===== config.mk =====
export PLATFORM = sky130hd
export DESIGN_NAME = hazard_scoreboard_flat
export DESIGN_NICKNAME = d
export VERILOG_FILES = /design/src/rtl/hazard_scoreboard_if.sv /design/src/rtl/hazard_scoreboard.sv /design/src/flat_wrapper.sv
export SDC_FILE = /design/constraint.sdc
export NUM_CORES = 1
export LEC_CHECK = 0
export ABC_AREA = 1
export CAP_MARGIN = 20
export CELL_PAD_IN_SITES_DETAIL_PLACEMENT = 0
export CELL_PAD_IN_SITES_GLOBAL_PLACEMENT = 2
export CORE_ASPECT_RATIO = 0.6
export CORE_MARGIN = 2
export CORE_UTILIZATION = 33
export CTS_CLUSTER_SIZE = 24
export DETAILED_ROUTE_END_ITERATION = 10
export HOLD_SLACK_MARGIN = 0.02
export PLACE_DENSITY = 0.85
export SETUP_SLACK_MARGIN = 0.4
export SYNTH_ARGS = -nofsm -noshare
export SYNTH_HDL_FRONTEND = slang
export SYNTH_SLANG_ARGS = --single-unit

===== constraint.sdc =====
create_clock -name clk -period 16.2 [get_ports clk]
set_input_delay 2.43 -clock clk [delete_from_list [all_inputs] [get_ports clk]]
set_output_delay 2.43 -clock clk [all_outputs]
set_load 0.005 [all_outputs]

===== src/rtl/hazard_scoreboard_if.sv =====
// Issue and write-back handshake bundle for hazard_scoreboard.
// The status outputs ride along with the handshakes.
interface hazard_scoreboard_if #(
    parameter int unsigned NUM_REGS = 16,
    parameter int unsigned ADDR_W   = 4,
    parameter int unsigned CNT_W    = 2
);
    logic                      issue_req;
    logic                      issue_ack;
    logic [ADDR_W-1:0]         issue_rs1;
    logic [ADDR_W-1:0]         issue_rs2;
    logic                      issue_use_rs1;
    logic                      issue_use_rs2;
    logic                      issue_we;
    logic [ADDR_W-1:0]         issue_rd;
    logic                      wb_req;
    logic                      wb_ack;
    logic [ADDR_W-1:0]         wb_rd;
    logic                      stall;
    logic [NUM_REGS-1:0]       busy_mask;
    logic [ADDR_W+CNT_W-1:0]   inflight;
    logic                      underflow_err;

    modport master (
        output issue_req, issue_rs1, issue_rs2, issue_use_rs1, issue_use_rs2,
               issue_we, issue_rd, wb_req, wb_rd,
        input  issue_ack, wb_ack, stall, busy_mask, inflight, underflow_err
    );

    modport slave (
        input  issue_req, issue_rs1, issue_rs2, issue_use_rs1, issue_use_rs2,
               issue_we, issue_rd, wb_req, wb_rd,
        output issue_ack, wb_ack, stall, busy_mask, inflight, underflow_err
    );
endinterface


===== src/rtl/hazard_scoreboard.sv =====
// Register-hazard scoreboard: per-register in-flight write counters gating
// 4-phase issue handshakes, decremented by 4-phase write-back completions.
module hazard_scoreboard #(
    parameter int unsigned NUM_REGS = 16,
    parameter int unsigned ADDR_W   = 4,
    parameter int unsigned CNT_W    = 2
) (
    input logic                 clk,
    input logic                 reset,
    hazard_scoreboard_if.slave  bus
);
    localparam logic [CNT_W-1:0] CntMax = '1;

    typedef enum logic {IssueIdle, IssueAck} issue_st_e;
    typedef enum logic {WbIdle, WbAck} wb_st_e;

    issue_st_e          issue_st_q, issue_st_d;
    wb_st_e             wb_st_q, wb_st_d;
    logic [CNT_W-1:0]   cnt_q [NUM_REGS];
    logic [CNT_W-1:0]   cnt_d [NUM_REGS];
    logic               underflow_q, underflow_d;
    logic               hazard;
    logic               issue_fire;
    logic               wb_fire;

    // Hazard looks only at registered counts, so a same-edge WB cannot unblock.
    always_comb begin
        hazard = (bus.issue_use_rs1 && (cnt_q[bus.issue_rs1] != '0)) ||
                 (bus.issue_use_rs2 && (cnt_q[bus.issue_rs2] != '0)) ||
                 (bus.issue_we && (cnt_q[bus.issue_rd] == CntMax));
    end

    always_comb begin
        issue_st_d = issue_st_q;
        issue_fire = 1'b0;
        case (issue_st_q)
            IssueIdle: begin
                if (bus.issue_req && !hazard) begin
                    issue_st_d = IssueAck;
                    issue_fire = 1'b1;
                end
            end
            IssueAck: begin
                if (!bus.issue_req) issue_st_d = IssueIdle;
            end
            default: issue_st_d = IssueIdle;
        endcase
    end

    always_comb begin
        wb_st_d = wb_st_q;
        wb_fire = 1'b0;
        case (wb_st_q)
            WbIdle: begin
                if (bus.wb_req) begin
                    wb_st_d = WbAck;
                    wb_fire = 1'b1;
                end
            end
            WbAck: begin
                if (!bus.wb_req) wb_st_d = WbIdle;
            end
            default: wb_st_d = WbIdle;
        endcase
    end

    // Saturation never needs checking on increment: the hazard blocks it.
    always_comb begin
        for (int r = 0; r < NUM_REGS; r++) begin
            logic inc;
            logic dec;
            inc = issue_fire && bus.issue_we && (bus.issue_rd == ADDR_W'(r));
            dec = wb_fire && (bus.wb_rd == ADDR_W'(r)) && (cnt_q[r] != '0);
            cnt_d[r] = cnt_q[r];
            if (inc && !dec) begin
                cnt_d[r] = cnt_q[r] + 1'b1;
            end else if (dec && !inc) begin
                cnt_d[r] = cnt_q[r] - 1'b1;
            end
        end
        underflow_d = underflow_q | (wb_fire && (cnt_q[bus.wb_rd] == '0));
    end

    always_ff @(posedge clk) begin
        if (!reset) begin
            issue_st_q  <= IssueIdle;
            wb_st_q     <= WbIdle;
            underflow_q <= 1'b0;
            for (int r = 0; r < NUM_REGS; r++) begin
                cnt_q[r] <= '0;
            end
        end else begin
            issue_st_q  <= issue_st_d;
            wb_st_q     <= wb_st_d;
            underflow_q <= underflow_d;
            cnt_q       <= cnt_d;
        end
    end

    always_comb begin
        bus.busy_mask = '0;
        bus.inflight  = '0;
        for (int r = 0; r < NUM_REGS; r++) begin
            bus.busy_mask[r] = (cnt_q[r] != '0);
            bus.inflight     = bus.inflight + (ADDR_W + CNT_W)'(cnt_q[r]);
        end
    end

    assign bus.issue_ack     = (issue_st_q == IssueAck);
    assign bus.wb_ack        = (wb_st_q == WbAck);
    assign bus.underflow_err = underflow_q;
    // Gated by reset so stall reads 0 while reset is held, even before the first edge.
    assign bus.stall         = reset && bus.issue_req && (issue_st_q == IssueIdle) && hazard;
endmodule


===== src/flat_wrapper.sv =====
// flat-port wrapper written by rule: the top's interface ports become plain ports
module hazard_scoreboard_flat 
#(
    parameter int unsigned NUM_REGS = 16,
    parameter int unsigned ADDR_W   = 4,
    parameter int unsigned CNT_W    = 2
)
  (clk, reset, bus_issue_req, bus_issue_rs1, bus_issue_rs2, bus_issue_use_rs1, bus_issue_use_rs2, bus_issue_we, bus_issue_rd, bus_wb_req, bus_wb_rd, bus_issue_ack, bus_wb_ack, bus_stall, bus_busy_mask, bus_inflight, bus_underflow_err);
  hazard_scoreboard_if #(.NUM_REGS(NUM_REGS), .ADDR_W(ADDR_W), .CNT_W(CNT_W)) bus_i ();
  input logic clk;
  input logic reset;
  input wire logic [$bits(bus_i.issue_req)-1:0] bus_issue_req;
  input wire logic [$bits(bus_i.issue_rs1)-1:0] bus_issue_rs1;
  input wire logic [$bits(bus_i.issue_rs2)-1:0] bus_issue_rs2;
  input wire logic [$bits(bus_i.issue_use_rs1)-1:0] bus_issue_use_rs1;
  input wire logic [$bits(bus_i.issue_use_rs2)-1:0] bus_issue_use_rs2;
  input wire logic [$bits(bus_i.issue_we)-1:0] bus_issue_we;
  input wire logic [$bits(bus_i.issue_rd)-1:0] bus_issue_rd;
  input wire logic [$bits(bus_i.wb_req)-1:0] bus_wb_req;
  input wire logic [$bits(bus_i.wb_rd)-1:0] bus_wb_rd;
  output wire logic [$bits(bus_i.issue_ack)-1:0] bus_issue_ack;
  output wire logic [$bits(bus_i.wb_ack)-1:0] bus_wb_ack;
  output wire logic [$bits(bus_i.stall)-1:0] bus_stall;
  output wire logic [$bits(bus_i.busy_mask)-1:0] bus_busy_mask;
  output wire logic [$bits(bus_i.inflight)-1:0] bus_inflight;
  output wire logic [$bits(bus_i.underflow_err)-1:0] bus_underflow_err;
  assign bus_i.issue_req = bus_issue_req;
  assign bus_i.issue_rs1 = bus_issue_rs1;
  assign bus_i.issue_rs2 = bus_issue_rs2;
  assign bus_i.issue_use_rs1 = bus_issue_use_rs1;
  assign bus_i.issue_use_rs2 = bus_issue_use_rs2;
  assign bus_i.issue_we = bus_issue_we;
  assign bus_i.issue_rd = bus_issue_rd;
  assign bus_i.wb_req = bus_wb_req;
  assign bus_i.wb_rd = bus_wb_rd;
  assign bus_issue_ack = bus_i.issue_ack;
  assign bus_wb_ack = bus_i.wb_ack;
  assign bus_stall = bus_i.stall;
  assign bus_busy_mask = bus_i.busy_mask;
  assign bus_inflight = bus_i.inflight;
  assign bus_underflow_err = bus_i.underflow_err;
  hazard_scoreboard #(.NUM_REGS(NUM_REGS), .ADDR_W(ADDR_W), .CNT_W(CNT_W)) u_core (.clk(clk), .reset(reset), .bus(bus_i));
endmodule

==> results of run 1 <==
-- report_power, final --
group | internal [W] | total, W | switching [W]
Clock | 0.0000570 | 0.0000972 | 0.0000402
Combinational | 0.0000179 | 0.0000456 | 0.0000277
Sequential | 0.0000874 | 0.0000888 | 0.00000142
Total | 0.000162 | 0.000232 | 0.0000693
-- per-layer routing --
layer	GRT usage, %	wire (µm)	up-vias
li1	-	-	1903
met1	34.19	6509	1660
met2	28.38	4472	118
met3	6.309	1201	4
met4	3.000	63	0
met5	0	0	-
-- logic make-up after synthesis --
| kind of cell | synth area share, % |
|---|---|
| compound gates | 14.32 |
| xor+xnor | 2.365 |
| fa+ha+maj | 22.70 |
| buf+inv | 12.47 |
| flops | 18.92 |
| simple gates | 29.22 |
-- cell usage after synthesis (all sizes together) --
cell type	instances	area [µm²]
o21ai	54	270.3
o2111ai	2	17.52
ha	24	300.3
nor2	53	224.0
dfxtp	35	700.7
a41oi	2	17.52
clkbuf	3	11.26
buf	7	52.54
xor2	9	78.83
nand3	38	195.2
inv	104	390.4
a21oi	45	225.2
nor3	1	5.000
nand4	1	21.27
nand2	169	636.9
clkinv	2	7.510
fa	27	540.5
xnor2	1	8.760
-- cell type report --
| class | count | share of cell area, % |
|---|---|---|
| flip-flops and latches | 35 | 15.76 |
| clock buffers | 7 | 2.983 |
| well taps | 139 | 3.911 |
| inverters | 106 | 8.948 |
| repair buffers | 50 | 11.14 |
| multi-input cells | 426 | 57.15 |
| clock inverters | 1 | 0.1125 |
-- metrics by stage --
stage | instance area, µm² | std cells
after floorplan | 3704 | 577
after global placement | 4309 | 756
after detailed placement | 4309 | 756
after CTS | 4447 | 764
after global routing | 4447 | 764
final | 4447 | 764
-- registers in the layout, indices dropped and copies added (netlist names) --
signal,cells
u_core.cnt_q,32
u_core.bus.underflow_err,1
u_core.bus.wb_ack,1
u_core.bus.issue_ack,1
-- worst register-to-register path: cells and delay by family, from the launching register on --
kind	cells	cell delay, ns
AND/OR/NAND/NOR	7	1.33
adder cells (fa/ha/maj)	1	0.31
buffers and inverters	1	0.19
flip-flops	1	0.35
AO/OA/AOI/OAI	5	0.67
-- worst max path at each step --
stage / endpoint / from / slack (ns) / depth (start not counted)
2_1_floorplan: bus_inflight[5] / u_core.cnt_q[28]$_SDFFE_PN0P_ / 9.33 / 15
3_3_place_gp: bus_inflight[5] / u_core.cnt_q[30]$_SDFFE_PN0P_ / 8.51 / 16
3_5_place_dp: bus_inflight[5] / u_core.cnt_q[30]$_SDFFE_PN0P_ / 8.44 / 16
4_1_cts: bus_inflight[5] / u_core.cnt_q[30]$_SDFFE_PN0P_ / 8.13 / 16
5_1_grt: bus_inflight[3] / u_core.cnt_q[28]$_SDFFE_PN0P_ / 7.93 / 16
6_report: bus_inflight[5] / u_core.cnt_q[30]$_SDFFE_PN0P_ / 8.19 / 16
==> metrics.md, run 1 <==
| Metric | Value |
|---|---|
| FF-to-FF End | `u_core.cnt_q[5]$_SDFFE_PN0P_` |
| Die Area | `12110 µm²` |
| Crit path DAT | `5.58 ns` |
| Worst-path maximum fanout | `5` |
| Post-Syn Instances | `577` |
| Crit Reg-Reg Startpoint | `u_core.cnt_q[15]$_SDFFE_PN0P_` |
| Clk slew on worst S/H paths | `0.06 ns` |
| Area Growth Syn to Fin | `20.07%` |
| Row count | `29` |
| CTS Hold Bufs | `0` |
| Flops & latches, synth | `35` |
| Synthesized area per cell | `6.419 µm²` |
| Place WS | `8.440 ns` |
| Unique masters post-synth | `25` |
| Pwr dens | `52.08 nW/µm²` |
| R2R cell count | `14` |
| N_diodes | `0` |
| H-tree depth | `2` |
| Hold Startpoint | `u_core.bus.underflow_err$_SDFF_PN0_` |
| Final core occ | `41.40%` |
| Fmax | `124.9 MHz` |
| Max-slew headroom | `37.52%` |
| Worst hold slack | `0.4567 ns` |
| Io pins | `49` |
| Sequential area share after synthesis | `18.92%` |
| Crit path kind | `reg2out` |
| Multi-input logic area | `2541 µm²` |
| Initial Utilization | `34.48%` |
| Post-DRT Antenna Nets | `0` |
| Commonest non-fill, non-tap cells in the layout | `168 x nand2_1, 101 x inv_1, 48 x clkdlybuf4s50_1` |
| CTS tree | `done` |
| CP delay by family, top | `adder cells` |
| Largest net degree at the start of global routing | `30` |
| Placer Congestion | `0.9168` |
| Req. time, crit path | `13.77 ns` |
| DR WL/cell | `16.03 µm` |
| Slew Viols, Final | `0` |
| Final worst path period share | `49.42%` |
| Yosys warns | `0` |
| CP bufs+invs | `6` |
| Worst hold path depth | `2` |
| DR vias/cell | `4.823` |
| Bufs on Longest Clock Path | `2` |
| Max VDD drop | `0.00003899 V` |
| Initial antenna violation count | `0` |
| Register area | `700.7 µm²` |
| Post-Syn Area | `3704 µm²` |
| CP most frequent cell | `fa_1` |
| Hold EP | `u_core.bus.underflow_err$_SDFF_PN0_` |
| Drt first-iter violations | `238` |
| CTS Sinks | `35` |
| CP max stage cell | `fa_1` |
| Post-Route Setup TNS | `0 ns` |
| CTS resizes | `0` |
| Vias | `3685` |
| Syn nets | `651` |
| CTS buffer count | `5` |
| Routed wire length | `12.25 mm` |
| Setup ws final | `8.193 ns` |
| Unrepaired setup endpoints after global routing | `false` |
| Critical path startpoint category | `flop` |
| Clock root buffer | `clkbuf_16` |
| Worst-path cell chain | `ha_1, inv_1, fa_1, inv_1, fa_1, fa_1, fa_1, fa_1, inv_1, fa_1, inv_1, ha_1, inv_1, fa_1, o21ai_0, clkdlybuf4s50_1` |
| Remaining DRCs | `0` |
| Flop-to-flop setup slack | `13.24 ns` |
| Worst-Margin Slew | `0.9343 ns` |
| Tmin final | `8.007 ns` |
| Final Hold Vio Count | `0` |
| Fillers | `1143` |
| Most common cell after layout, fill and taps aside | `nand2_1` |
| Port Buf Inserts | `48` |
| Crit end category | `output pin` |
| # Post-CTS Setup Buffers | `0` |
| DP HPWL | `10.26 mm` |
| Critical Path Max Stage Delay | `0.54 ns` |
| Clock Skews | `0.006913 ns` |
| Hold Path Class | `reg2reg` |
| Worst skew pair latency | `0.29 ns` |
| Max Cap Violations | `0` |
| Vias in the first global route | `3506` |
| Final-report setup violation count | `0` |
| Chip Width | `140.8 µm` |
| Total GRT Usage | `21.47%` |
| Status | `completed` |
| CORE AREA | `10740 µm²` |
| Chip height | `86.06 µm` |
| Layout Nets | `698` |
| Layout cells sized above 1 | `3.840%` |
| Total power | `0.0002316 W` |
| LEAKAGE | `2.116 nW` |
| Total grt overflow | `0` |
| Drt first pass iters | `5` |
| First-pass GRT wire length | `19.55 mm` |
(Power assumes the default switching activity.)
==> run 2: changes to the inputs <==
--- a/config.mk
+++ b/config.mk
@@ -11,11 +11,11 @@
 export CELL_PAD_IN_SITES_GLOBAL_PLACEMENT = 2
 export CORE_ASPECT_RATIO = 0.6
 export CORE_MARGIN = 2
-export CORE_UTILIZATION = 33
+export CORE_UTILIZATION = 28
 export CTS_CLUSTER_SIZE = 24
 export DETAILED_ROUTE_END_ITERATION = 10
 export HOLD_SLACK_MARGIN = 0.02
-export PLACE_DENSITY = 0.85
+export PLACE_DENSITY = 0.77
 export SETUP_SLACK_MARGIN = 0.4
 export SYNTH_ARGS = -nofsm -noshare
 export SYNTH_HDL_FRONTEND = slang
==> constraint.sdc (replaced) <==
create_clock -name clk -period 6.45 [get_ports clk]
set_input_delay 0.9675 -clock clk [delete_from_list [all_inputs] [get_ports clk]]
set_output_delay 0.9675 -clock clk [all_outputs]
set_load 0.005 [all_outputs]
==> metrics.md, run 2 (synthesis gave the netlist of run 1 again) <==
| Metric | Value |
|---|---|
| Status | `completed (unchanged)` |
| N_diodes | `0 (unchanged)` |
| Total GRT Usage | `18.33% (was 21.47%)` |
| Max-slew headroom | `54.06% (was 37.52%)` |
| Placer Congestion | `0.8783 (was 0.9168)` |
| Clock Skews | `0.007624 ns (was 0.006913 ns)` |
| Port Buf Inserts | `48 (unchanged)` |
| Chip height | `93.09 µm (was 86.06 µm)` |
| Max Cap Violations | `0 (unchanged)` |
| Top reg by flops | `u_core.cnt_q (unchanged)` |
| Pwr dens | `129.5 nW/µm² (was 52.08 nW/µm²)` |
| Final core occ | `35.22% (was 41.40%)` |
| Clk slew on worst S/H paths | `0.06 ns (about the same)` |
| Post-DRT Antenna Nets | `0 (unchanged)` |
| Bufs on Longest Clock Path | `2 (unchanged)` |
| Worst-path cell chain | `ha_1, inv_1, fa_1, inv_1, fa_1, fa_1, fa_1, fa_1, inv_1, fa_1, inv_1, ha_2, inv_2, fa_2, inv_1, dlygate4sd2_1 (was ha_1, inv_1, fa_1, inv_1, fa_1, fa_1, fa_1, fa_1, inv_1, fa_1, inv_1, ha_1, inv_1, fa_1, o21ai_0, clkdlybuf4s50_1)` |
| Final-report setup violation count | `0 (unchanged)` |
| Layout cells sized above 1 | `5.414% (was 3.840%)` |
| Final worst path period share | `89.93%` |
| Drt first pass iters | `5 (unchanged)` |
| Max VDD drop | `0.00008226 V (was 0.00003899 V)` |
| CORE AREA | `12890 µm² (was 10740 µm²)` |
| H-tree depth | `2 (unchanged)` |
| Die Area | `14190 µm² (was 12110 µm²)` |
| Vias in the first global route | `3479 (was 3506)` |
| Tmin final | `5.801 ns` |
| Largest net degree at the start of global routing | `30 (unchanged)` |
| Post-Route Setup TNS | `0 ns (unchanged)` |
| Worst skew pair latency | `0.29 ns (about the same)` |
| Worst-Margin Slew | `0.6865 ns (was 0.9343 ns)` |
| Commonest non-fill, non-tap cells in the layout | `168 x nand2_1, 100 x inv_1, 46 x o21ai_0 (was 168 x nand2_1, 101 x inv_1, 48 x clkdlybuf4s50_1)` |
| Drt first-iter violations | `197 (was 238)` |
| Crit path kind | `reg2out (unchanged)` |
| Io pins | `49 (unchanged)` |
| CTS buffer count | `5 (unchanged)` |
| DR vias/cell | `4.711 (was 4.823)` |
| Routed wire length | `12.60 mm (was 12.25 mm)` |
| DR WL/cell | `15.79 µm (was 16.03 µm)` |
| Worst-path maximum fanout | `4 (was 5)` |
| Final Hold Vio Count | `0 (unchanged)` |
| Setup ws final | `0.6494 ns (was 8.193 ns)` |
| Vias | `3759 (was 3685)` |
| Area Growth Syn to Fin | `22.60% (was 20.07%)` |
| Place WS | `0.4040 ns (was 8.440 ns)` |
| Layout Nets | `701 (was 698)` |
| Critical path startpoint category | `flop (unchanged)` |
| Initial antenna violation count | `0 (unchanged)` |
| Most common cell after layout, fill and taps aside | `nand2_1 (unchanged)` |
| Total power | `0.0005878 W (was 0.0002316 W)` |
| Chip Width | `152.5 µm (was 140.8 µm)` |
| Finished Layout Cells | `798 (was 764)` |
| Number of flip-flops in the largest register | `32 (unchanged)` |
| Remaining DRCs | `0 (unchanged)` |
| Req. time, crit path | `5.48 ns (was 13.77 ns)` |
| Initial Utilization | `28.73% (was 34.48%)` |
| Fmax | `172.4 MHz` |
| Slew Viols, Final | `0 (unchanged)` |
| CP max stage cell | `fa_1 (unchanged)` |
| Crit end category | `output pin (unchanged)` |
| Crit path DAT | `4.83 ns (was 5.58 ns)` |
| CP most frequent cell | `fa_1 (unchanged)` |
| CP bufs+invs | `7 (was 6)` |
| CP delay by family, top | `adder cells (unchanged)` |
| First-pass GRT wire length | `19.73 mm (was 19.55 mm)` |
| Critical Path Max Stage Delay | `0.52 ns (was 0.54 ns)` |
| CTS Sinks | `35 (unchanged)` |
| Total grt overflow | `0 (unchanged)` |
| Placed cell count | `787 (was 756)` |
| LEAKAGE | `2.191 nW (was 2.116 nW)` |
| Row count | `32 (was 29)` |
| DP HPWL | `10.36 mm (was 10.26 mm)` |
| Unrepaired setup endpoints after global routing | `false (unchanged)` |
| Hold Path Class | `reg2reg (unchanged)` |
| CTS tree | `done (unchanged)` |
| Clock root buffer | `clkbuf_16 (unchanged)` |
| CTS Hold Bufs | `0 (unchanged)` |
-- run 2: cell count changes in the layout (fill, tap and decap cells not counted), moves of 2 or more --
cell | before | now
dlymetal6s2s_1 | 0 | 2
clkbuf_1 | 2 | 0
clkdlybuf4s50_1 | 48 | 44
buf_4 | 2 | 4
dfxtp_1 | 35 | 33
clkinv_2 | 1 | 3
dlygate4sd2_1 | 0 | 2
-- run 2: routing by layer --
layer | global-route usage (%) | routed length [µm] | up-vias
met2 | 24.14 | 4730 | 95
met5 | 0 | 0 | -
met1 | 29.53 | 6964 | 1756
li1 | - | - | 1899
met3 | 4.680 | 825 | 9
met4 | 2.701 | 80 | 0
-- run 2: worst paths after layout --
| path | startpoint | end | slack [ns] | cells past startpoint |
|---|---|---|---|---|
| worst max register to register | u_core.cnt_q[15]$_SDFFE_PN0P_ | u_core.cnt_q[3]$_SDFFE_PN0P_ | 3.49 | 14 |
| worst max-delay path | u_core.cnt_q[30]$_SDFFE_PN0P_ | bus_inflight[2] | 0.65 | 16 |
| worst min register to register | u_core.bus.underflow_err$_SDFF_PN0_ | u_core.bus.underflow_err$_SDFF_PN0_ | 0.45 | 2 |
| worst min-delay path | u_core.bus.underflow_err$_SDFF_PN0_ | u_core.bus.underflow_err$_SDFF_PN0_ | 0.45 | 2 |
-- run 2: layout make-up --
cell class                      instances  area (µm²)
Clock buffer                            5       125.1
Tap cell                              170       212.7
Inverter                              106       397.9
Sequential cell                        35       705.7
Fill cell                            1391        8352
Timing Repair Buffer                   53       538.0
Clock inverter                          3       15.01
Multi-Input combinational cell        426        2546
-- run 2: worst register-to-register path: stages (launching register included) --
cell and delay (ns):
dfxtp_1 0.33, inv_1 0.17, nand2_1 0.23, o21ai_0 0.26
nand2_1 0.08, nand3_1 0.08, nand3_1 0.07, nand3_1 0.18
nand4_4 0.36, nor2_1 0.33, ha_1 0.30, a21oi_1 0.12
o21ai_0 0.11, o21ai_0 0.16, a21oi_1 0.05
-- run 2: repair_timing --
action | in CTS | in global routing
setup buffers | 1 | 1
pin swaps | 2 | 3
resized for setup | 6 | 5
setup endpoints to repair | 4 | 4
-- run 2: metrics by stage --
stage / area, µm² / hold WS [ns]
final: 4541 / 0.4545
after global routing: 4541 / 0.4701
after CTS: 4498 / 0.4603
after detailed placement: 4348 / 0.4513
after global placement: 4348 / 0.4479
after floorplan: 3704 / 0.4466
-- run 2: power breakdown --
part | leakage [nW] | internal, W | switching [W]
sequential | 0.284 | 0.000219 | 0.00000300
combinational | 1.83 | 0.0000463 | 0.0000706
clock | 0.0733 | 0.000141 | 0.000107
total | 2.19 | 0.000407 | 0.000181
==> run 3: changes to the inputs <==
--- a/config.mk
+++ b/config.mk
@@ -5,17 +5,16 @@
 export SDC_FILE = /design/constraint.sdc
 export NUM_CORES = 1
 export LEC_CHECK = 0
-export ABC_AREA = 1
 export CAP_MARGIN = 20
 export CELL_PAD_IN_SITES_DETAIL_PLACEMENT = 0
 export CELL_PAD_IN_SITES_GLOBAL_PLACEMENT = 2
 export CORE_ASPECT_RATIO = 0.6
 export CORE_MARGIN = 2
-export CORE_UTILIZATION = 28
+export CORE_UTILIZATION = 31
 export CTS_CLUSTER_SIZE = 24
 export DETAILED_ROUTE_END_ITERATION = 10
 export HOLD_SLACK_MARGIN = 0.02
-export PLACE_DENSITY = 0.77
+export PLACE_DENSITY = 0.75
 export SETUP_SLACK_MARGIN = 0.4
 export SYNTH_ARGS = -nofsm -noshare
 export SYNTH_HDL_FRONTEND = slang
==> metrics.md, run 3 <==
| Metric | Value |
|---|---|
| Fillers | `1183 (was 1391)` |
| Io pins | `49 (unchanged)` |
| Combinational Power Share | `18.1% (was 19.9%)` |
| Chip height | `88.09 µm (was 93.09 µm)` |
| CTS Sinks | `35 (unchanged)` |
| DR vias/cell | `5.109 (was 4.711)` |
| Reg power frac | `37.8% (about the same)` |
| Layout Nets | `530 (was 701)` |
| Hold EP | `u_core.bus.underflow_err$_SDFF_PN0_ (unchanged)` |
| Clock root buffer | `clkbuf_16 (unchanged)` |
| FF-to-FF End | `u_core.cnt_q[25]$_SDFFE_PN0P_ (was u_core.cnt_q[3]$_SDFFE_PN0P_)` |
| Req. time, crit path | `5.48 ns (about the same)` |
| Post-synth EDFFs | `0 (unchanged)` |
| Initial Utilization | `32.02% (was 28.73%)` |
| Total grt overflow | `0 (unchanged)` |
| Most common library cells after synthesis | `66 x inv_1, 35 x dfxtp_1, 27 x fa_1 (was 168 x nand2_1, 101 x inv_1, 47 x o21ai_0)` |
| CTS buffer count | `5 (unchanged)` |
| Drt first-iter violations | `167 (was 197)` |
| Final Hold Vio Count | `0 (unchanged)` |
| Initial antenna violation count | `0 (unchanged)` |
| Remaining DRCs | `0 (unchanged)` |
| CTS tree | `done (unchanged)` |
| Post-Syn Instances | `409 (was 577)` |
| Psw | `0.0001578 W (was 0.0001810 W)` |
| Routed wire length | `11.20 mm (was 12.60 mm)` |
| Multi-input logic area | `2663 µm² (was 2546 µm²)` |
| Total GRT Usage | `18.82% (was 18.33%)` |
| Flop-to-flop setup slack | `2.91 ns (was 3.49 ns)` |
| Leading area contributor after synthesis | `dfxtp_1 (unchanged)` |
| Final-report setup violation count | `0 (unchanged)` |
| Clk slew on worst S/H paths | `0.06 ns (about the same)` |
| LEAKAGE | `1.953 nW (was 2.191 nW)` |
| Crit path kind | `reg2out (unchanged)` |
| Switching fraction of total power | `26.67% (was 30.80%)` |
| Most common cell after layout, fill and taps aside | `inv_1 (was nand2_1)` |
| Post-DRT Antenna Nets | `0 (unchanged)` |
| Critical path startpoint category | `flop (unchanged)` |
| Commonest non-fill, non-tap cells in the layout | `65 x inv_1, 44 x clkdlybuf4s50_1, 33 x dfxtp_1 (was 168 x nand2_1, 100 x inv_1, 46 x o21ai_0)` |
| Most used DFF post-synth | `dfxtp_1 (unchanged)` |
| Worst-path maximum fanout | `2 (was 4)` |
| Row count | `30 (was 32)` |
| N_diodes | `0 (unchanged)` |
| Sequential area share after synthesis | `19.18% (was 18.92%)` |
| Worst hold slack | `0.4900 ns (was 0.4545 ns)` |
| Layout cells sized above 1 | `8.753% (was 5.414%)` |
| Pint | `0.0004339 W (was 0.0004068 W)` |
| Clock Skews | `0.003543 ns (was 0.007624 ns)` |
| Bufs on Longest Clock Path | `2 (unchanged)` |
| Synthesized area per cell | `8.933 µm² (was 6.419 µm²)` |
| Largest net degree at the start of global routing | `36 (was 30)` |
| Register area | `708.2 µm² (was 705.7 µm²)` |
| Vias in the first global route | `3047 (was 3479)` |
| Unrepaired setup endpoints after global routing | `true (was false)` |
| Top post-synthesis cells by area | `dfxtp_1 19%, fa_1 15%, ha_1 8.2% (was dfxtp_1 19%, nand2_1 17%, fa_1 15%)` |
| Placer Congestion | `0.9290 (was 0.8783)` |
| Worst skew pair latency | `0.28 ns (was 0.29 ns)` |
| Clk pwr share | `44.1% (was 42.3%)` |
| Chip Width | `144.2 µm (was 152.5 µm)` |
| DP HPWL | `9.081 mm (was 10.36 mm)` |
| Fmax | `169.0 MHz (was 172.4 MHz)` |
| Hold Startpoint | `u_core.bus.underflow_err$_SDFF_PN0_ (unchanged)` |
| Final worst path period share | `91.73% (was 89.93%)` |
| Most frequent cell after synthesis | `inv_1 (was nand2_1)` |
| Number of flip-flops in the largest register | `32 (unchanged)` |
| Vias | `3152 (was 3759)` |
| Crit Reg-Reg Startpoint | `u_core.cnt_q[14]$_SDFFE_PN0P_ (was u_core.cnt_q[15]$_SDFFE_PN0P_)` |
| Unique masters post-synth | `40 (was 25)` |
| CTS Hold Bufs | `0 (unchanged)` |
| Post-synth ARST share | `0% (unchanged)` |
| Slew Viols, Final | `0 (unchanged)` |
| Worst-Margin Slew | `0.7935 ns (was 0.6865 ns)` |
| Post-Route Setup TNS | `0 ns (unchanged)` |
| Area Growth Syn to Fin | `23.05% (was 22.60%)` |
| Pwr dens | `131.6 nW/µm² (was 129.5 nW/µm²)` |
| Worst hold path depth | `2 (unchanged)` |
| Syn nets | `483 (was 651)` |
| Tmin final | `5.917 ns (was 5.801 ns)` |
| Drt first pass iters | `5 (unchanged)` |
| Port Buf Inserts | `48 (unchanged)` |
| Hold Path Class | `reg2reg (unchanged)` |
| Top reg by flops | `u_core.cnt_q (unchanged)` |
| Max-slew headroom | `46.94% (was 54.06%)` |
| DR WL/cell | `18.14 µm (was 15.79 µm)` |
| Flops & latches, synth | `35 (unchanged)` |
| Yosys warns | `0 (unchanged)` |
| CORE AREA | `11410 µm² (was 12890 µm²)` |
| First-pass GRT wire length | `17.62 mm (was 19.73 mm)` |
| Max VDD drop | `0.00008949 V (was 0.00008226 V)` |
| Crit end category | `output pin (unchanged)` |
| Max Cap Violations | `0 (unchanged)` |
| Post-Syn Area | `3654 µm² (was 3704 µm²)` |
| H-tree depth | `2 (unchanged)` |
| Die Area | `12700 µm² (was 14190 µm²)` |
| Placed instance area | `4295 µm² (was 4348 µm²)` |
| Crit path DAT | `4.95 ns (was 4.83 ns)` |
| Yosys top cell area share | `19.18% (was 18.92%)` |
| R2R cell count | `9 (was 14)` |
| Total power | `0.0005917 W (was 0.0005878 W)` |
| Post-route cell area | `4496 µm² (was 4541 µm²)` |
| Status | `completed (unchanged)` |
run 3: final cells by class:
cell class	count	share of cell area (%)
Clock buffer	8	3.479
Timing Repair Buffer	54	11.58
Multi-Input combinational cell	294	59.23
Inverter	66	5.511
Sequential cell	35	15.75
Tap cell	160	4.453
run 3: worst max-delay path, stage by stage (launching register included):
cell and delay (ns):
dfxtp_4 0.35, ha_1 0.14, inv_1 0.05, fa_1 0.48
inv_1 0.06, fa_1 0.50, fa_2 0.55, fa_1 0.43
fa_1 0.51, inv_1 0.06, fa_2 0.56, inv_2 0.05
ha_4 0.15, inv_1 0.07, fa_2 0.43, inv_1 0.06
dlygate4sd2_1 0.22
run 3: repair_timing:
item                                   CTS  global route
setup endpoints to repair                4             2
endpoints found under the hold margin    0             0
gates resized for setup                  9            10
pin swaps                                3             5
buffers inserted                         2             0
cloned                                   0             0
run 3: per-layer routing:
layer | routed length [µm] | track usage (%) | share of wire [%] | up-vias
met5 | 0 | 0 | 0 | -
met3 | 1058 | 6.725 | 9.5 | 6
met4 | 46 | 2.736 | 0.41 | 0
li1 | - | - | - | 1485
met1 | 5898 | 29.89 | 53 | 1545
met2 | 4191 | 24.20 | 37 | 116
run 3: power by group through the flow:
stage | logic (W) | registers (W) | clock network [W]
after floorplan | 0.0000589 | 0.000228 | 0
after global placement | 0.000104 | 0.000229 | 0
after detailed placement | 0.000104 | 0.000229 | 0
after CTS | 0.000105 | 0.000224 | 0.000266
after global routing | 0.000117 | 0.000224 | 0.000276
final | 0.000107 | 0.000224 | 0.000261
run 3: cells by family after synthesis:
| family | synth area share, % |
|---|---|
| xor gates and xnor gates | 8.151 |
| muxes | 10.99 |
| buffers and inverters | 8.664 |
| DFF | 19.18 |
| AOI/OAI and AO/OA | 10.14 |
| adders and majority gates | 23.01 |
| and+or+nand+nor | 19.86 |
run 3: worst max-delay path by stage:
| stage | from | end | slack (ns) | cells after the start |
|---|---|---|---|---|
| floorplan | u_core.cnt_q[30]$_SDFFE_PN0P_ | bus_inflight[5] | 0.95 | 17 |
| global placement | u_core.cnt_q[30]$_SDFFE_PN0P_ | bus_inflight[5] | 0.34 | 18 |
| detailed placement | u_core.cnt_q[30]$_SDFFE_PN0P_ | bus_inflight[5] | 0.29 | 18 |
| CTS | u_core.cnt_q[28]$_SDFFE_PN0P_ | bus_inflight[4] | 0.34 | 16 |
| global route | u_core.cnt_q[28]$_SDFFE_PN0P_ | bus_inflight[2] | 0.39 | 16 |
| finish | u_core.cnt_q[28]$_SDFFE_PN0P_ | bus_inflight[2] | 0.53 | 16 |
run 3: per-stage QoR:
stage          setup WS, ns  utilization, %  cells
5_1_grt              0.3893           39.40    617
3_3_place_gp         0.3351           37.64    607
3_5_place_dp         0.2885           37.64    607
6_report             0.5334           39.40    617
2_1_floorplan        0.9492               -    409
4_1_cts              0.3433           39.22    617
